[config.mk]
export PLATFORM = sky130hd
export DESIGN_NAME = direct_param_loader
export DESIGN_NICKNAME = d
export VERILOG_FILES = /design/src/rtl/direct_param_loader.sv
export SDC_FILE = /design/constraint.sdc
export NUM_CORES = 1
export LEC_CHECK = 0
export ABC_AREA = 0
export CAP_MARGIN = 30
export CORE_ASPECT_RATIO = 0.9
export CORE_MARGIN = 3
export CORE_UTILIZATION = 40
export DETAILED_ROUTE_END_ITERATION = 12
export HOLD_SLACK_MARGIN = 0.1
export SLEW_MARGIN = 15
export SYNTH_ARGS = -nofsm -noshare
export SYNTH_HDL_FRONTEND = slang
export SYNTH_SLANG_ARGS = --single-unit
[constraint.sdc]
create_clock -name clk -period 2.4 [get_ports clk]
set_input_delay 0.24 -clock clk [delete_from_list [all_inputs] [get_ports clk]]
set_output_delay 0.24 -clock clk [all_outputs]
set_load 0.005 [all_outputs]
[src/rtl/direct_param_loader.sv]
// direct_param_loader: parses framed UART bytes into shadow registers and commits them to the direct-word path
module direct_param_loader #(
    parameter logic [31:0] TIMEOUT_CYCLES = 32'd1200000,
    parameter logic [7:0]  HEADER         = 8'hA5
) (
    input  logic        clk,
    input  logic        rstn,
    input  logic [7:0]  rx_data,
    input  logic        rx_valid,
    output logic        param_wen,
    output logic [31:0] direct_fword,
    output logic [31:0] direct_pword,
    output logic [31:0] direct_amp,
    output logic [2:0]  direct_en,
    output logic        frame_ok,
    output logic        frame_err,
    output logic [7:0]  err_count
);
    typedef enum logic [2:0] {IDLE, ADDR, DATA, CHK, EXEC} state_t;
    state_t      state;
    logic [7:0]  addr, csum;
    logic [31:0] data, gap, shadow_f, shadow_p, shadow_a;
    logic [2:0]  shadow_en;
    logic [1:0]  cnt;
    logic        known, good;
    always_comb begin
        known = addr == 8'h01 || addr == 8'h02 || addr == 8'h03 || addr == 8'h04 || addr == 8'h10;
        good  = rx_data == csum && known;
    end
    // The frame is executed on the CHK-byte edge so results are visible during the EXEC cycle.
    always_ff @(posedge clk) begin
        if (!rstn) begin
            state        <= IDLE;
            addr         <= '0;
            csum         <= '0;
            data         <= '0;
            gap          <= '0;
            cnt          <= '0;
            shadow_f     <= '0;
            shadow_p     <= '0;
            shadow_a     <= '0;
            shadow_en    <= '0;
            param_wen    <= 1'b0;
            direct_fword <= '0;
            direct_pword <= '0;
            direct_amp   <= '0;
            direct_en    <= '0;
            frame_ok     <= 1'b0;
            frame_err    <= 1'b0;
            err_count    <= '0;
        end else begin
            param_wen <= 1'b0;
            frame_ok  <= 1'b0;
            frame_err <= 1'b0;
            case (state)
                IDLE: if (rx_valid && rx_data == HEADER) begin
                    state <= ADDR;
                    gap   <= '0;
                end
                EXEC: state <= IDLE;
                default: if (rx_valid) begin
                    gap <= '0;
                    if (state == ADDR) begin
                        addr  <= rx_data;
                        csum  <= rx_data;
                        cnt   <= '0;
                        state <= DATA;
                    end else if (state == DATA) begin
                        data  <= {data[23:0], rx_data};
                        csum  <= csum ^ rx_data;
                        cnt   <= cnt + 2'd1;
                        state <= cnt == 2'd3 ? CHK : DATA;
                    end else begin
                        state     <= EXEC;
                        frame_ok  <= good;
                        frame_err <= !good;
                        if (!good)
                            err_count <= err_count + {7'd0, err_count != 8'hFF};
                        else if (addr == 8'h01)
                            shadow_f <= data;
                        else if (addr == 8'h02)
                            shadow_p <= data;
                        else if (addr == 8'h03)
                            shadow_a <= data;
                        else if (addr == 8'h04)
                            shadow_en <= data[2:0];
                        else begin
                            direct_fword <= shadow_f;
                            direct_pword <= shadow_p;
                            direct_amp   <= shadow_a;
                            direct_en    <= shadow_en;
                            param_wen    <= 1'b1;
                        end
                    end
                end else if (gap == TIMEOUT_CYCLES - 32'd1) begin
                    gap       <= '0;
                    state     <= IDLE;
                    frame_err <= 1'b1;
                    err_count <= err_count + {7'd0, err_count != 8'hFF};
                end else begin
                    gap <= gap + 32'd1;
                end
            endcase
        end
    end
endmodule

* Word-level counts from Yosys, hierarchy flattened
Index checks and enable logic that the tools add are counted.
** Storage, ports and cells
- Bits in registers :: 294
- Word-level logic and storage cells :: 101
** Operators by class
- $add $sub $neg :: 3
- Eq/ne operators :: 17
- Mux-type cells :: 25
- Bitwise operators :: 12
- Reductions and logical operators :: 26
** Operators by type and width (number)
- $mux 32 :: 3
- $pmux 32 s2 :: 1
- $mux 8 :: 7
- $add 32x1->32 const B :: 1
- $eq 32x21->1 const B :: 1
- $reduce_and 9->1 :: 2
- $eq 8x2->1 const B :: 2
- $mux 3 :: 5
- $not 1->1 :: 11
- $reduce_or 10->1 :: 1
- $add 8x1->8 :: 1
- $eq 8x1->1 const B :: 1
- $eq 8x3->1 const B :: 1
- $eq 8x5->1 const B :: 1
- $eq 8x8->1 :: 1
- $eq 8x8->1 const B :: 1
- $ne 2x2->1 const B :: 4
- $ne 8x8->1 const B :: 1
- $reduce_and 8->1 :: 1
- $xor 8x8->8 :: 1
- $reduce_and 7->1 :: 1
- $mux 1 :: 6
- $pmux 3 s2 :: 1
- $reduce_and 3->1 :: 2
- other kinds (19) :: 26

* Logic depth before layout (Yosys ltp)
Gate-level depths: netlist of run 1.
- Word-level depth :: 10
- Depth in mapped cells :: 9
- Mapped depth without buffers :: 8

* Least setup slack after synthesis of run 1
No wires, ideal clock.
- Kind :: flip-flop to flip-flop
- Start :: register addr[3]
- End :: register shadow_f[14]
- Setup time :: 0.132 ns
- Arrival time :: 2.192 ns
- Setup slack :: 0.075 ns
- Stages on the path, launching flop included :: 10
- Buffers on the path :: 4
- Clock period less this slack :: 2.325 ns
- Cells stage by stage :: dfxtp_1 -> or4_1 -> clkbuf_1 -> nor3_1 -> nand4_1 -> clkbuf_1 -> clkbuf_1 -> clkbuf_1 -> o31ai_1 -> a21oi_1
** Between the ends
- Longest elaborated chain between the ends :: 7
- Elaborated cells on any way between the ends :: 11
** Ends and longest elaborated chain
- start: declaration :: RTL line 21 : logic [7:0] addr, csum;
- start signal: assignment :: RTL line 64 : addr <= rx_data;
- $eq 8x1->1 / $eq 8x2->1 (equally long branches) :: RTL line 27, 79
- $logic_or 1x1->1 (4 in a row) :: RTL line 27 : known = addr == 8'h01 || addr == 8'h02 || addr == 8'h03 || addr == 8'h04 || addr == 8'h10;
- $logic_and 1x1->1 :: RTL line 28 : good = rx_data == csum && known;
- $reduce_and 6->1 (no source line) (*)
- end signal: assignment :: RTL line 80 : shadow_f <= data;
- end: declaration :: RTL line 22 : logic [31:0] data, gap, shadow_f, shadow_p, shadow_a;
Mark *: on every way between the ends. The rest lies on a longest branch, timed or not.
A chain may end at the register's enable or synchronous reset.

* Final worst setup path of run 1
- Start :: register gap[17]
- End :: register err_count[7]
** Between the ends
- Longest elaborated chain between the ends :: 3
** Ends and longest elaborated chain
- start: declaration :: RTL line 22
- start signal: assignment :: RTL line 101 : gap <= gap + 32'd1;
- $eq 32x21->1 :: RTL line 95 : end else if (gap == TIMEOUT_CYCLES - 32'd1) begin
- $reduce_bool 2->1 (no source line)
- $reduce_and 5->1 (no source line)
- end signal: assignment :: RTL line 78 : err_count <= err_count + {7'd0, err_count != 8'hFF};
- end signal: assignment :: RTL line 99 : err_count <= err_count + {7'd0, err_count != 8'hFF};
- end: declaration :: RTL line 17 : output logic [7:0] err_count
No other way between the ends.

==> results of run 1 <==
tightest hold or removal path, stage by stage:
cell and delay [ps]:
clkdlybuf4s50_1 440, buf_4 170, nand2_1 50, a21oi_1 50
synth_stat cells, types with 10 or more instances:
cell      number
dfxtp_1      294
a21oi_1      260
nand4_1      213
clkbuf_1     176
o31ai_1      137
nand2_1      104
o41ai_1       64
nor2_1        39
o21ai_0       34
nand3_1       21
a31oi_1       16
mux2i_1       16
buf_2         13
nor3_1        12
nor4_1        12
nand2b_1      11
inv_1         10
flip-flops by register name, summed over array words and instances, names as in the netlist:
name / cells
frame_err: 1
csum: 8
direct_fword: 32
direct_pword: 32
state: 3
direct_amp: 32
param_wen: 1
shadow_f: 32
err_count: 8
frame_ok: 1
cnt: 2
direct_en: 3
addr: 8
data: 32
shadow_p: 32
shadow_en: 3
shadow_a: 32
gap: 32
kinds of logic (layout without fill, tap and decap cells):
| kind of cell | count (synthesis) | count (layout) | share of synthesized area (%) |
|---|---|---|---|
| simple gates | 455 | 455 | 19.2 |
| xor+xnor | 11 | 11 | 0.741 |
| buf+inv | 204 | 263 | 6.04 |
| fa+ha+maj | 5 | 5 | 0.462 |
| flops | 294 | 294 | 45.3 |
| compound gates | 554 | 554 | 27.0 |
| mux | 16 | 16 | 1.23 |
power breakdown:
| group | total (mW) | switching, mW | internal [mW] |
|---|---|---|---|
| clock network | 4.76 | 1.96 | 2.80 |
| registers | 4.88 | 0.00111 | 4.88 |
| logic | 0.197 | 0.138 | 0.0595 |
| total | 9.84 | 2.10 | 7.74 |
what timing repair did:
item	in CTS	in global routing
setup endpoints to repair	1	124
cloned	0	0
hold buffers	0	0
gates resized for setup	1	16
path summary, 6_finish.rpt:
check | cells past startpoint | to | startpoint | slack (ps)
setup reg to reg | 6 | err_count[7]$_SDFFE_PN0P_ | gap[17]$_SDFFE_PN0P_ | 50
setup / recovery | 6 | err_count[7]$_SDFFE_PN0P_ | gap[17]$_SDFFE_PN0P_ | 50
hold / removal | 4 | data[7]$_SDFFE_PN0P_ | rx_data[7] | 440
hold reg to reg | 2 | shadow_p[10]$_SDFFE_PN0P_ | shadow_p[10]$_SDFFE_PN0P_ | 460
stage by stage:
| step | worst slack (ps) | total power [mW] | hold slack [ps] | util (%) | TNS (ps) |
|---|---|---|---|---|---|
| after global routing | -1.35 | 10.1 | 473 | 50.9 | -1.35 |
| after floorplan | 75.3 | 5.09 | 376 | - | 0 |
| after global placement | -163 | 5.18 | 446 | 47.4 | -17520 |
| final | 54.6 | 9.84 | 443 | 50.9 | 0 |
| after detailed placement | -204 | 5.18 | 456 | 47.4 | -22160 |
| after CTS | 77.0 | 9.91 | 429 | 50.5 | 0 |
per-layer routing:
layer  share of wire [%]  GRT usage (%)
met2                  42           32.6
met4                 2.3           5.85
met1                  50           36.6
met5                   0              0
met3                 5.8           2.68
cell type report:
cell class	count	area share [%]
multi-input cells	1041	40.5
flip-flops and latches	294	36.8
repair buffers	201	13.1
clock buffers	45	5.68
well taps	409	3.20
clock inverters	6	0.501
inverters	11	0.289
==> metrics.cfg, run 1 <==
[floorplanning]
row_count = 61
die_area_mm2 = 0.0347
ios = 121
start_util_pct = 41.3
fp.coreArea_mm2 = 0.0314
die_w_um = 196
dieHeight_um = 177

[sta]
tightest_slew_ps = 857
slew_violations = 0
slew-limit-headroom_pct = 42.9
post-route-min-period_ps = 2350
max_freq_mhz = 426
post-route-period-util_pct = 97.7
hold_viol = 0
fin_skew_ps = 8.39
setup_viol = 0

[layout]
area_growth_pct = 23.1
antennaDiodeCount = 0
area.sequential_mm2 = 0.00589
stdcell_area_mm2 = 0.0160
multiInputGateArea_mm2 = 0.00647
layout_commonest_cell = dfxtp_1
drive_above_1_share_pct = 9.89
num-nets-final = 1595
final_cell_count_no_fill = 2007
mostFrequentLayoutCells = dfxtp_1 (294), a21oi_1 (260), nand4_1 (213), o31ai_1 (136), clkdlybuf4s50_1 (120)
nFillCells = 2943

[worst_hold_path]
hold_path.class = in2reg

[yosys]
yosysTopAreaCell = dfxtp_1
synth_edf_count = 0
yosysUniqueCellTypes = 56
synthFlopType = dfxtp_1
postSynthAreaPerCell_um2 = 8.45
yosysTopAreaCellShare_pct = 45.3
async_reset_ff_share_pct = 0
syn-cell-area_mm2 = 0.0130
synth-warning-count = 0
syn_nets = 1554
yosysSeqAreaShare_pct = 45.3
synthCells = 1539
ys_ff_latch = 294
synth.area.top_cells = dfxtp_1 (45%), nand4_1 (10%), a21oi_1 (10%), o31ai_1 (7.9%), clkbuf_1 (5.1%)

[global_route]
grt_max_degree = 104
grt_use_total_pct = 23.0
antenna_found_initial = 0
grt_pass1_wl_mm = 66.0
grt_pass1_vias = 11400
overflow = 0

[critical_path]
path_cells = nor4bb_1 -> and4_1 -> nand4_1 -> a2111oi_1 -> buf_4 -> mux2i_1
worst_path_dominant_cell_family = simple AND/OR/NAND/NOR gates
worstSetupPathType = reg2reg
startpoint_type = flop
cp_num_buf_inv = 1
cp-end-kind = flop
critical-path-max-stage-delay_ps = 480
cpMaxStageDelayCell = a2111oi_1
path_max_fanout = 4
arrival_ps = 2830
required_ps = 2880

[drt]
ant_nets = 0
first_iter_violations = 1526
dr.pass1.iters = 7
via_count = 12500
wire_per_inst_um = 20.9
vias_per_cell = 6.24
drc_errors = 0
wl_mm = 42.0

[clocking]
clkSinkCount = 294
cts-root-buf = clkbuf_16
clk_pin_slew_ps = 70
clk_latency_ps = 550
htree_levels = 1
cts_made_buffers = 31
post_cts_buffers = 0
tritoncts = yes
clockBufferDepth = 3

[placement]
dpl.hpwl_mm = 26.3
routabilityCongestion = 0.824
placedCellCount = 1956
dpl-instance-area_mm2 = 0.0149
numPortBuffers = 120

[run]
drv_cap = 0

[status]
status = finished clean

[pwr]
p_per_area_mw_per_mm2 = 615
ir_drop_mv = 0.611
leakagePower_nw = 4.81

(Power assumes the default switching activity.)
==> run 2, diff against run 1 <==
Settings changed: SKIP_CTS_REPAIR_TIMING set to 1.
==> metrics.cfg, run 2 (same netlist as run 1, synthesis figures left out) <==
[status]
status = finished clean

[critical_path]
startpoint_type = flop
reg2regPathDepth = 6  ; unchanged
r2r-start = gap[17]$_SDFFE_PN0P_
cp_num_buf_inv = 1  ; unchanged
worst_path_dominant_cell_family = simple AND/OR/NAND/NOR gates
required_ps = 2880  ; about the same
critical-path-max-stage-delay_ps = 470  ; about the same
r2r_end = err_count[7]$_SDFFE_PN0P_
worstSetupPathType = reg2reg
cpMaxStageDelayCell = a2111oi_1
arrival_ps = 2810  ; -20 ps
path_cells = nor4bb_1 -> and4_1 -> nand4_1 -> a2111oi_1 -> buf_4 -> mux2i_1
path_max_fanout = 4  ; unchanged
cp-end-kind = flop
r2r_slack_ps = 70  ; +20 ps

[clocking]
clkSinkCount = 294  ; unchanged
cts_made_buffers = 31  ; unchanged
tritoncts = yes
clk_latency_ps = 550  ; about the same
cts-root-buf = clkbuf_16
clockBufferDepth = 3  ; unchanged
clk_pin_slew_ps = 70  ; about the same
htree_levels = 1  ; unchanged

[drt]
via_count = 12600  ; +0.31%
wire_per_inst_um = 20.9  ; about the same
first_iter_violations = 1570  ; +2.9%
wl_mm = 41.9  ; about the same
vias_per_cell = 6.26  ; +0.31%
ant_nets = 0  ; unchanged
dr.pass1.iters = 8  ; +1
drc_errors = 0  ; unchanged

[sta]
slew-limit-headroom_pct = 47.3  ; +4.4 points
setup-tns-final_ps = 0  ; unchanged
hold_ws_ps = 444  ; +1.01 ps
hold_viol = 0  ; unchanged
max_freq_mhz = 430  ; +0.83%
slew_violations = 0  ; unchanged
post-route-period-util_pct = 96.9  ; -0.81 points
fin_skew_ps = 9.54  ; +1.15 ps
setup_viol = 0  ; unchanged
setup_ws_ps = 73.9  ; +19.3 ps
post-route-min-period_ps = 2330  ; -19.3 ps
tightest_slew_ps = 791  ; -65.5 ps

[run]
drv_cap = 0  ; unchanged

[placement]
dpl.hpwl_mm = 26.3  ; unchanged
dpl-instance-area_mm2 = 0.0149  ; unchanged
placedCellCount = 1956  ; unchanged
routabilityCongestion = 0.824  ; unchanged
post-place-ws_ps = -204  ; unchanged
numPortBuffers = 120  ; unchanged

[pwr]
total_power_mw = 9.83  ; about the same
ir_drop_mv = 0.611  ; about the same
p_per_area_mw_per_mm2 = 616  ; +0.18%
leakagePower_nw = 4.81  ; about the same

[global_route]
grt_max_degree = 104  ; unchanged
antenna_found_initial = 0  ; unchanged
grt_pass1_wl_mm = 66.0  ; unchanged
grt_pass1_vias = 11400  ; unchanged
overflow = 0  ; unchanged
grt_use_total_pct = 23.0  ; unchanged

[floorplanning]
dieHeight_um = 177  ; unchanged
fp.coreArea_mm2 = 0.0314  ; unchanged
die_w_um = 196  ; unchanged
die_area_mm2 = 0.0347  ; unchanged
ios = 121  ; unchanged
start_util_pct = 41.3  ; unchanged
row_count = 61  ; unchanged

[layout]
drive_above_1_share_pct = 9.57  ; -0.31 points
stdcell_area_mm2 = 0.0160  ; -0.26%
layout_commonest_cell = dfxtp_1
final_cell_count_no_fill = 2007  ; unchanged
nFillCells = 2946  ; +0.10%
area_growth_pct = 22.7
num-nets-final = 1595  ; unchanged
mostFrequentLayoutCells = dfxtp_1 (294), a21oi_1 (260), nand4_1 (213), o31ai_1 (136), clkdlybuf4s50_1 (120)
fin_util_pct = 50.7  ; -0.13 points
antennaDiodeCount = 0  ; unchanged

[worst_hold_path]
worstHoldEndpoint = data[7]$_SDFFE_PN0P_
hold_path.class = in2reg
worstHoldStart = rx_data[7]
hold_depth = 4  ; unchanged

run 2: cell counts in the layout (fill, tap and decap cells not counted):
No cell type changed its count.
run 2: layer usage:
| layer | global-route usage (%) | wire [µm] | vias to the layer above |
|---|---|---|---|
| met1 | 36.6 | 20500 | 6065 |
| met3 | 2.68 | 2700 | 59 |
| met4 | 5.85 | 916 | 0 |
| li1 | - | - | 6024 |
| met5 | 0 | 0 | - |
| met2 | 32.6 | 17800 | 407 |
run 2: worst register-to-register path, cell delays in order, from the launching register on:
cell	delay, ps
dfxtp_1	390
nor4bb_1	450
and4_1	410
nand4_1	160
a2111oi_1	480
buf_4	200
mux2i_1	170
run 2: area by class of cell:
cell class	count	area, µm²	area share, %
multi-input combinational	1041	6430	40.3
inverter	11	46.3	0.290
tap	409	512	3.21
clock inverter	6	80.1	0.502
clock buffer	45	908	5.69
timing repair buffer	201	2090	13.1
sequential	294	5890	36.9
run 2: worst max-delay path by stage:
stage                               startpoint                             to  slack (ps)  depth (start not counted)
after global placement              rx_data[6]  direct_fword[24]$_SDFFE_PN0P_        -160                          8
after floorplan           addr[3]$_SDFFE_PN0P_      shadow_f[14]$_SDFFE_PN0P_          80                          9
after CTS                 gap[17]$_SDFFE_PN0P_      err_count[7]$_SDFFE_PN0P_          -3                          6
after detailed placement            rx_data[6]      shadow_f[15]$_SDFFE_PN0P_        -200                          8
after global routing      addr[3]$_SDFFE_PN0P_       shadow_a[0]$_SDFFE_PN0P_         -20                          7
final                     gap[17]$_SDFFE_PN0P_      err_count[7]$_SDFFE_PN0P_          70                          6
run 2: where the power goes:
part	internal, mW	switching (mW)	total, mW
logic	0.0595	0.138	0.198
clock network	2.80	1.95	4.75
registers	4.88	0.00113	4.88
==> run 3, diff against run 2 <==
Settings changed: DONT_BUFFER_PORTS set to 1.
==> metrics.cfg, run 3 (same netlist as run 1, synthesis figures left out) <==
[drt]
vias_per_cell = 6.47  ; +3.5%
first_iter_violations = 1340  ; -15%
wl_mm = 42.0  ; about the same
wire_per_inst_um = 22.2  ; +6.1%
drc_errors = 0  ; unchanged
ant_nets = 0  ; unchanged
dr.pass1.iters = 6  ; -2
via_count = 12300  ; -2.3%

[floorplanning]
die_area_mm2 = 0.0347  ; unchanged
fp.coreArea_mm2 = 0.0314  ; unchanged
ios = 121  ; unchanged
row_count = 61  ; unchanged
die_w_um = 196  ; unchanged
start_util_pct = 41.3  ; unchanged
dieHeight_um = 177  ; unchanged

[sta]
setup_viol = 0  ; unchanged
post-route-period-util_pct = 96.6  ; -0.28 points
slew-limit-headroom_pct = 61.0  ; +14 points
slew_violations = 0  ; unchanged
tightest_slew_ps = 579  ; -212 ps
setup_ws_ps = 80.7  ; +6.77 ps
hold_viol = 0  ; unchanged
fin_skew_ps = 12.1  ; +2.59 ps
rsz0062_at_grt = true
max_freq_mhz = 431  ; +0.29%
post-route-min-period_ps = 2320  ; -6.77 ps

[clocking]
clk_pin_slew_ps = 60  ; about the same
clockBufferDepth = 3  ; unchanged
cts_made_buffers = 34  ; +9.7%
clkSinkCount = 294  ; unchanged
tritoncts = yes
cts-root-buf = clkbuf_16
clk_latency_ps = 520  ; -30 ps
htree_levels = 2  ; +1

[layout]
layout_commonest_cell = dfxtp_1
area_growth_pct = 14.4
drive_above_1_share_pct = 9.97  ; +0.39 points
nFillCells = 3045  ; +3.4%
num-nets-final = 1481  ; -7.1%
mostFrequentLayoutCells = dfxtp_1 (294), a21oi_1 (260), nand4_1 (213), o31ai_1 (137), nand2_1 (103)
antennaDiodeCount = 0  ; unchanged

[global_route]
grt_use_total_pct = 22.6  ; -0.41 points
overflow = 0  ; unchanged
grt_pass1_vias = 11000  ; -2.8%
grt_max_degree = 113  ; +8.7%
antenna_found_initial = 0  ; unchanged
grt_pass1_wl_mm = 64.5  ; -2.3%

[critical_path]
arrival_ps = 2700  ; -110 ps
cpMaxStageDelayCell = nor4_1
path_max_fanout = 27  ; +23
worstSetupPathType = reg2reg
startpoint_type = flop
path_cells = xor2_1 -> nor4_1 -> nand4_1 -> clkbuf_16 -> buf_12 -> o41ai_1 -> a21oi_1
cp-end-kind = flop
required_ps = 2780  ; -100 ps
critical-path-max-stage-delay_ps = 500  ; +30 ps

[pwr]
leakagePower_nw = 4.45  ; -7.4%
ir_drop_mv = 0.428  ; -30%
p_per_area_mw_per_mm2 = 682  ; +11%
total_power_mw = 10.1  ; +3.2%

[run]
drv_cap = 0  ; unchanged

[placement]
post-place-ws_ps = 56.1  ; +260 ps
numPortBuffers = 0  ; -100%
routabilityCongestion = 0.874  ; +6.1%
dpl.hpwl_mm = 25.5  ; -2.9%

[status]
status = finished clean

[worst_hold_path]
hold_path.class = in2reg

==> run 3: report_power, final <==
part / internal (mW) / switching [mW]
clock network: 3.04 / 2.06
logic: 0.0377 / 0.129
registers: 4.88 / 0.00110
==> run 3: per-stage QoR <==
step	hold slack (ps)	cell area, µm²	setup TNS (ps)	instances	util [%]
after floorplan	376	13000	0	1539	-
after global placement	384	13600	0	1822	43.1
after detailed placement	387	13600	0	1822	43.1
after CTS	-156	14700	0	1877	46.6
after global routing	112	14900	-33.3	1894	47.3
final	32.7	14900	0	1894	47.3
==> run 3: final timing paths <==
kind	from	end	slack, ps	depth (start not counted)
max	csum[2]$_SDFFE_PN0P_	shadow_p[22]$_SDFFE_PN0P_	80	7
min	rx_data[5]	csum[5]$_SDFFE_PN0P_	30	3
max reg2reg	csum[2]$_SDFFE_PN0P_	shadow_p[22]$_SDFFE_PN0P_	80	7
min reg2reg	shadow_p[3]$_SDFFE_PN0P_	shadow_p[3]$_SDFFE_PN0P_	460	2
==> run 3: worst max-delay path, delay by kind of cell, from the launching register on <==
family,cells,cell delay [ps]
compound gates,2,430
xor+xnor,1,160
buf+inv,2,460
flops,1,340
simple gates,2,780
==> run 3: final cells by class <==
type                       instances  area, µm²  area share (%)
inverter                          11       46.3           0.311
sequential                       294       5890            39.6
tap                              409        512            3.44
multi-input combinational       1041       6410            43.1
clock buffer                      48       1010            6.81
clock inverter                     7       78.8           0.530
timing repair buffer              84        927            6.23
==> run 3: routing by layer <==
layer / wire length [µm] / track usage (%) / part of all wire [%] / vias up
li1: - / - / - / 5806
met1: 19700 / 33.7 / 47 / 5916
met2: 18000 / 33.0 / 43 / 472
met3: 3410 / 4.49 / 8.1 / 68
met4: 882 / 6.27 / 2.1 / 0
met5: 0 / 0 / 0 / -
==> patch 1, RTL diff (config.mk and constraints of run 2) <==
Put one more register stage on the output `direct_en`, cleared by the reset. The value now appears one clock later. The other outputs are not delayed to match.
--- a/src/rtl/direct_param_loader.sv
+++ b/src/rtl/direct_param_loader.sv
@@ -17,6 +17,8 @@
     output logic [7:0]  err_count
 );
     typedef enum logic [2:0] {IDLE, ADDR, DATA, CHK, EXEC} state_t;
+
+    logic [2:0] direct_en_s0;
     state_t      state;
     logic [7:0]  addr, csum;
     logic [31:0] data, gap, shadow_f, shadow_p, shadow_a;
@@ -44,7 +46,7 @@
             direct_fword <= '0;
             direct_pword <= '0;
             direct_amp   <= '0;
-            direct_en    <= '0;
+            direct_en_s0 <= '0;
             frame_ok     <= 1'b0;
             frame_err    <= 1'b0;
             err_count    <= '0;
@@ -88,7 +90,7 @@
                             direct_fword <= shadow_f;
                             direct_pword <= shadow_p;
                             direct_amp   <= shadow_a;
-                            direct_en    <= shadow_en;
+                            direct_en_s0 <= shadow_en;
                             param_wen    <= 1'b1;
                         end
                     end
@@ -103,5 +105,13 @@
             endcase
         end
     end
+    always_ff @(posedge clk) begin
+        if (!rstn) begin
+            direct_en <= '0;
+        end else begin
+            direct_en <= direct_en_s0;
+        end
+    end
+
 endmodule
 
Function: not settled (the Yosys comparison gave no result); the edit may change what the design does.
==> patch 1 against run 2 <==
Sequential cell count rose by 3. Via count down 11%. Setup slack better by 55 ps. Total power rose by 3.1%. Sequential power is 1% higher. Sequential share of layout area increased by 2.8 points. Final area shrank 6.1%. Clock power up 5.9%. Routed wire length is 17% lower. Die area down 6.3%. Area after synthesis decreased by 6.5%. Largest power group is now clock.
==> patch 1: results (changes against run 2) <==
* Vias in the first global route at 9844 (was 11400)
* Hold EP: direct_pword[28]$_SDFFE_PN0P_ (was data[7]$_SDFFE_PN0P_)
* R2R setup slack at 130 ps (was 70 ps)
* Wire length on met3 at 2.23 mm (was 2.70 mm)
* CP max FO at 29 (was 4)
* H-tree depth at 2 (was 1)
* CP Data Arrival Time at 2660 ps (was 2810 ps)
* Max Clk Rate at 440 MHz (was 430 MHz)
* Grt met3 use at 3.38% (was 2.68%)
* Detailed placement HPWL at 22.0 mm (was 26.3 mm)
* Main area contributors after synthesis: dfxtp_1 (49%), a21oi_1 (10%), o21ai_0 (9.3%) (was dfxtp_1 (45%), nand4_1 (10%), a21oi_1 (10%))
* Worst-Skew Late Latency at 510 ps (was 550 ps)
* Met2 WL at 14.5 mm (was 17.8 mm)
* Xor-xnor portion of the synthesized cell area at 0.793% (was 0.741%)
* Global-route wire length before repair at 55.3 mm (was 66.0 mm)
* Fill cells at 2848 (was 2946)
* Met2 Use GR at 29.4% (was 32.6%)
* Total GRT Usage at 20.7% (was 23.0%)
* CTS buffer count at 34 (was 31)
* Final nets at 1579 (was 1595)
* Clock-cell share at 7.18% (was 6.20%)
* Initial DRC Count at 1174 (was 1570)
* Multi-input gates at 1037 (was 1041)
* Gpl congestion at 0.834 (was 0.824)
* Worst min-delay path class: reg2reg (was in2reg)
* Place WS at 91.1 ps (was -204 ps)
* Worst setup path start: gap[25]$_SDFFE_PN0P_ (was gap[17]$_SDFFE_PN0P_)
* Pre-antenna DRT Iters at 5 (was 8)
* Share of post-route cells with drive strength above 1 at 8.34% (was 9.57%)
* R2r endpoint: gap[21]$_SDFFE_PN0P_ (was err_count[7]$_SDFFE_PN0P_)
* Setup Skew at 14.9 ps (was 9.54 ps)
* Mux contribution to synthesized area at 1.57% (was 1.23%)
* CP max stage delay at 590 ps (was 470 ps)
* Met1 Track Usage GR at 32.5% (was 36.6%)
* Area of the multi-input gates at 5550 um^2 (was 6430 um^2)
* Synth cell count leaders: dfxtp_1 (297), a21oi_1 (251), o21ai_0 (227) (was dfxtp_1 (294), a21oi_1 (260), nand4_1 (213))
* Slew of the pin with the lowest slew margin at 1160 ps (was 791 ps)
* Status: finished clean (unchanged)
* Sink Count at 297 (was 294)
* Max IR drop VDD at 0.000391 V (was 0.000611 V)
[patch 1: changes by cell type in the layout (fill, tap and decap cells not counted), moves of 5 or more]
cell      change
o41ai_1      -58
buf_12        -7
a21oi_1       -9
nor4_1        -7
buf_4         -9
o41ai_2       -6
nand2_1       +9
a311oi_1      -5
o31ai_1     -136
o21ai_0     +192
nand3b_1      +5
nand3_1     +198
nand4_1     -195
[patch 1: stage by stage]
stage	instances	cell area, um^2
2_1_floorplan	1489	12200
3_3_place_gp	1924	13900
3_5_place_dp	1924	13900
4_1_cts	1978	15000
5_1_grt	1978	15000
6_report	1978	15000
[patch 1: power by group]
part	leakage, uW	total, uW	switching [uW]	internal, uW
Sequential	0.00239	4930	0.984	4930
Combinational	0.00190	169	119	49.4
Clock	0.000536	5030	1990	3050
Total	0.00483	10100	2110	8030
[patch 1: tightest hold or removal path, cell delays in order (launching register included)]
cell and delay [ps]:
dfxtp_1 310, nand3_1 60, a21oi_1 60
==> patch 2, RTL diff (config.mk and constraints of run 2) <==
Without the edit above. Set the parameter `TIMEOUT_CYCLES` to 32'd600000 (it was 32'd1200000).
--- a/src/rtl/direct_param_loader.sv
+++ b/src/rtl/direct_param_loader.sv
@@ -1,6 +1,6 @@
 // direct_param_loader: parses framed UART bytes into shadow registers and commits them to the direct-word path
 module direct_param_loader #(
-    parameter logic [31:0] TIMEOUT_CYCLES = 32'd1200000,
+    parameter logic [31:0] TIMEOUT_CYCLES = 32'd600000,
     parameter logic [7:0]  HEADER         = 8'hA5
 ) (
     input  logic        clk,
Function: not settled (the Yosys comparison gave no result); the edit may change what the design does.
==> patch 2 against run 2 <==
Critical path depth stayed put. Area after synthesis fell by 6.1%. Die area fell by 5.9%. Largest cell class unchanged. Routed wire length shrank 27%. Sequential share of layout area up 2.1 points. Final area fell by 5.3%. Via count fell by 23%. Clock power shrank 2%. Total power shrank 0.72%. Setup slack gained 170 ps. Sequential cell count unchanged.
==> patch 2: results (changes against run 2) <==
* CP max stage delay at 580 ps (was 470 ps)
* Sequential power share at 50.1% (was 49.7%)
* Max IR drop VDD at 0.000584 V (was 0.000611 V)
* CP max FO at 32 (was 4)
* Hold WS at 457 ps (was 444 ps)
* Final nets at 1460 (was 1595)
* CP Data Arrival Time at 2580 ps (was 2810 ps)
* Share of post-route cells with drive strength above 1 at 7.91% (was 9.57%)
* Max Clk Rate at 463 MHz (was 430 MHz)
* R2R setup slack at 240 ps (was 70 ps)
* Slowest stage cell, crit path: or4_4 (was a2111oi_1)
* Gpl congestion at 0.865 (was 0.824)
* P_clk at 4670 uW (was 4750 uW)
* Status: finished clean (unchanged)
* Worst min-delay path class: reg2reg (was in2reg)
* Main area contributors after synthesis: dfxtp_1 (48%), mux2i_1 (15%), nand2_1 (10%) (was dfxtp_1 (45%), nand4_1 (10%), a21oi_1 (10%))
* DR WL/cell at 16.3 um (was 20.9 um)
* Register area share after synthesis at 48.2% (was 45.3%)
* Global-route wire length before repair at 48.8 mm (was 66.0 mm)
* Synth cell count leaders: nand2_1 (338), dfxtp_1 (294), mux2i_1 (188) (was dfxtp_1 (294), a21oi_1 (260), nand4_1 (213))
* Total GRT Usage at 18.1% (was 23.0%)
* Largest net degree at the start of global routing at 208 (was 104)
* Place WS at -57.4 ps (was -204 ps)
* Syn Nets at 1354 (was 1554)
* Pre-antenna DRT Iters at 5 (was 8)
* Leakage at 0.00535 uW (was 0.00481 uW)
* Synth cell types at 61 (was 56)
* Detailed placement HPWL at 20.3 mm (was 26.3 mm)
* Placed Area at 14100 um^2 (was 14900 um^2)
* Placed Cells at 1814 (was 1956)
* Overall power at 9760 uW (was 9830 uW)
* Switch share at 20.6% (was 21.3%)
==> patch 2: logic make-up (layout without fill, tap and decap cells) <==
logic type                 count (synthesis)  in the layout  synth area share (%)
AOI/OAI and AO/OA                        204            204                  10.8
xor gates and xnor gates                  14             14                  1.00
adders and majority gates                  4              4                 0.410
buffers and inverters                    101            228                  3.75
muxes                                    189            189                  15.5
DFF                                      294            294                  48.2
and+or+nand+nor                          533            533                  20.3
==> patch 2: final timing paths <==
| kind | startpoint | to | depth (start not counted) |
|---|---|---|---|
| worst max-delay path | addr[3]$_SDFFE_PN0P_ | shadow_p[14]$_SDFFE_PN0P_ | 6 |
| worst min-delay path | direct_en[1]$_SDFFE_PN0P_ | direct_en[1]$_SDFFE_PN0P_ | 2 |
| worst max register to register | addr[3]$_SDFFE_PN0P_ | shadow_p[14]$_SDFFE_PN0P_ | 6 |
| worst min register to register | direct_en[1]$_SDFFE_PN0P_ | direct_en[1]$_SDFFE_PN0P_ | 2 |
==> patch 2: layer usage <==
metal / part of all wire, % / global-route usage (%) / up-vias
met2: 44 / 28.3 / 194
met1: 50 / 27.0 / 4558
met4: 1.2 / 2.87 / 0
met5: 0 / 0 / -
li1: - / - / 4860
met3: 4.2 / 2.63 / 26
==> patch 2: final cells by class <==
| class | instances | area (um^2) |
|---|---|---|
| fillers | 2769 | 14800 |
| multi-input cells | 944 | 5910 |
| flip-flops and latches | 294 | 5890 |
| repair buffers | 170 | 1800 |
| clock buffers | 46 | 902 |
| well taps | 403 | 504 |
| clock inverters | 8 | 98.8 |
| inverters | 4 | 15.0 |
==> patch 2: worst min-delay path, stage by stage, from the launching register on <==
cell	delay, ps
dfxtp_1	310
nand2_1	50
mux2i_1	50
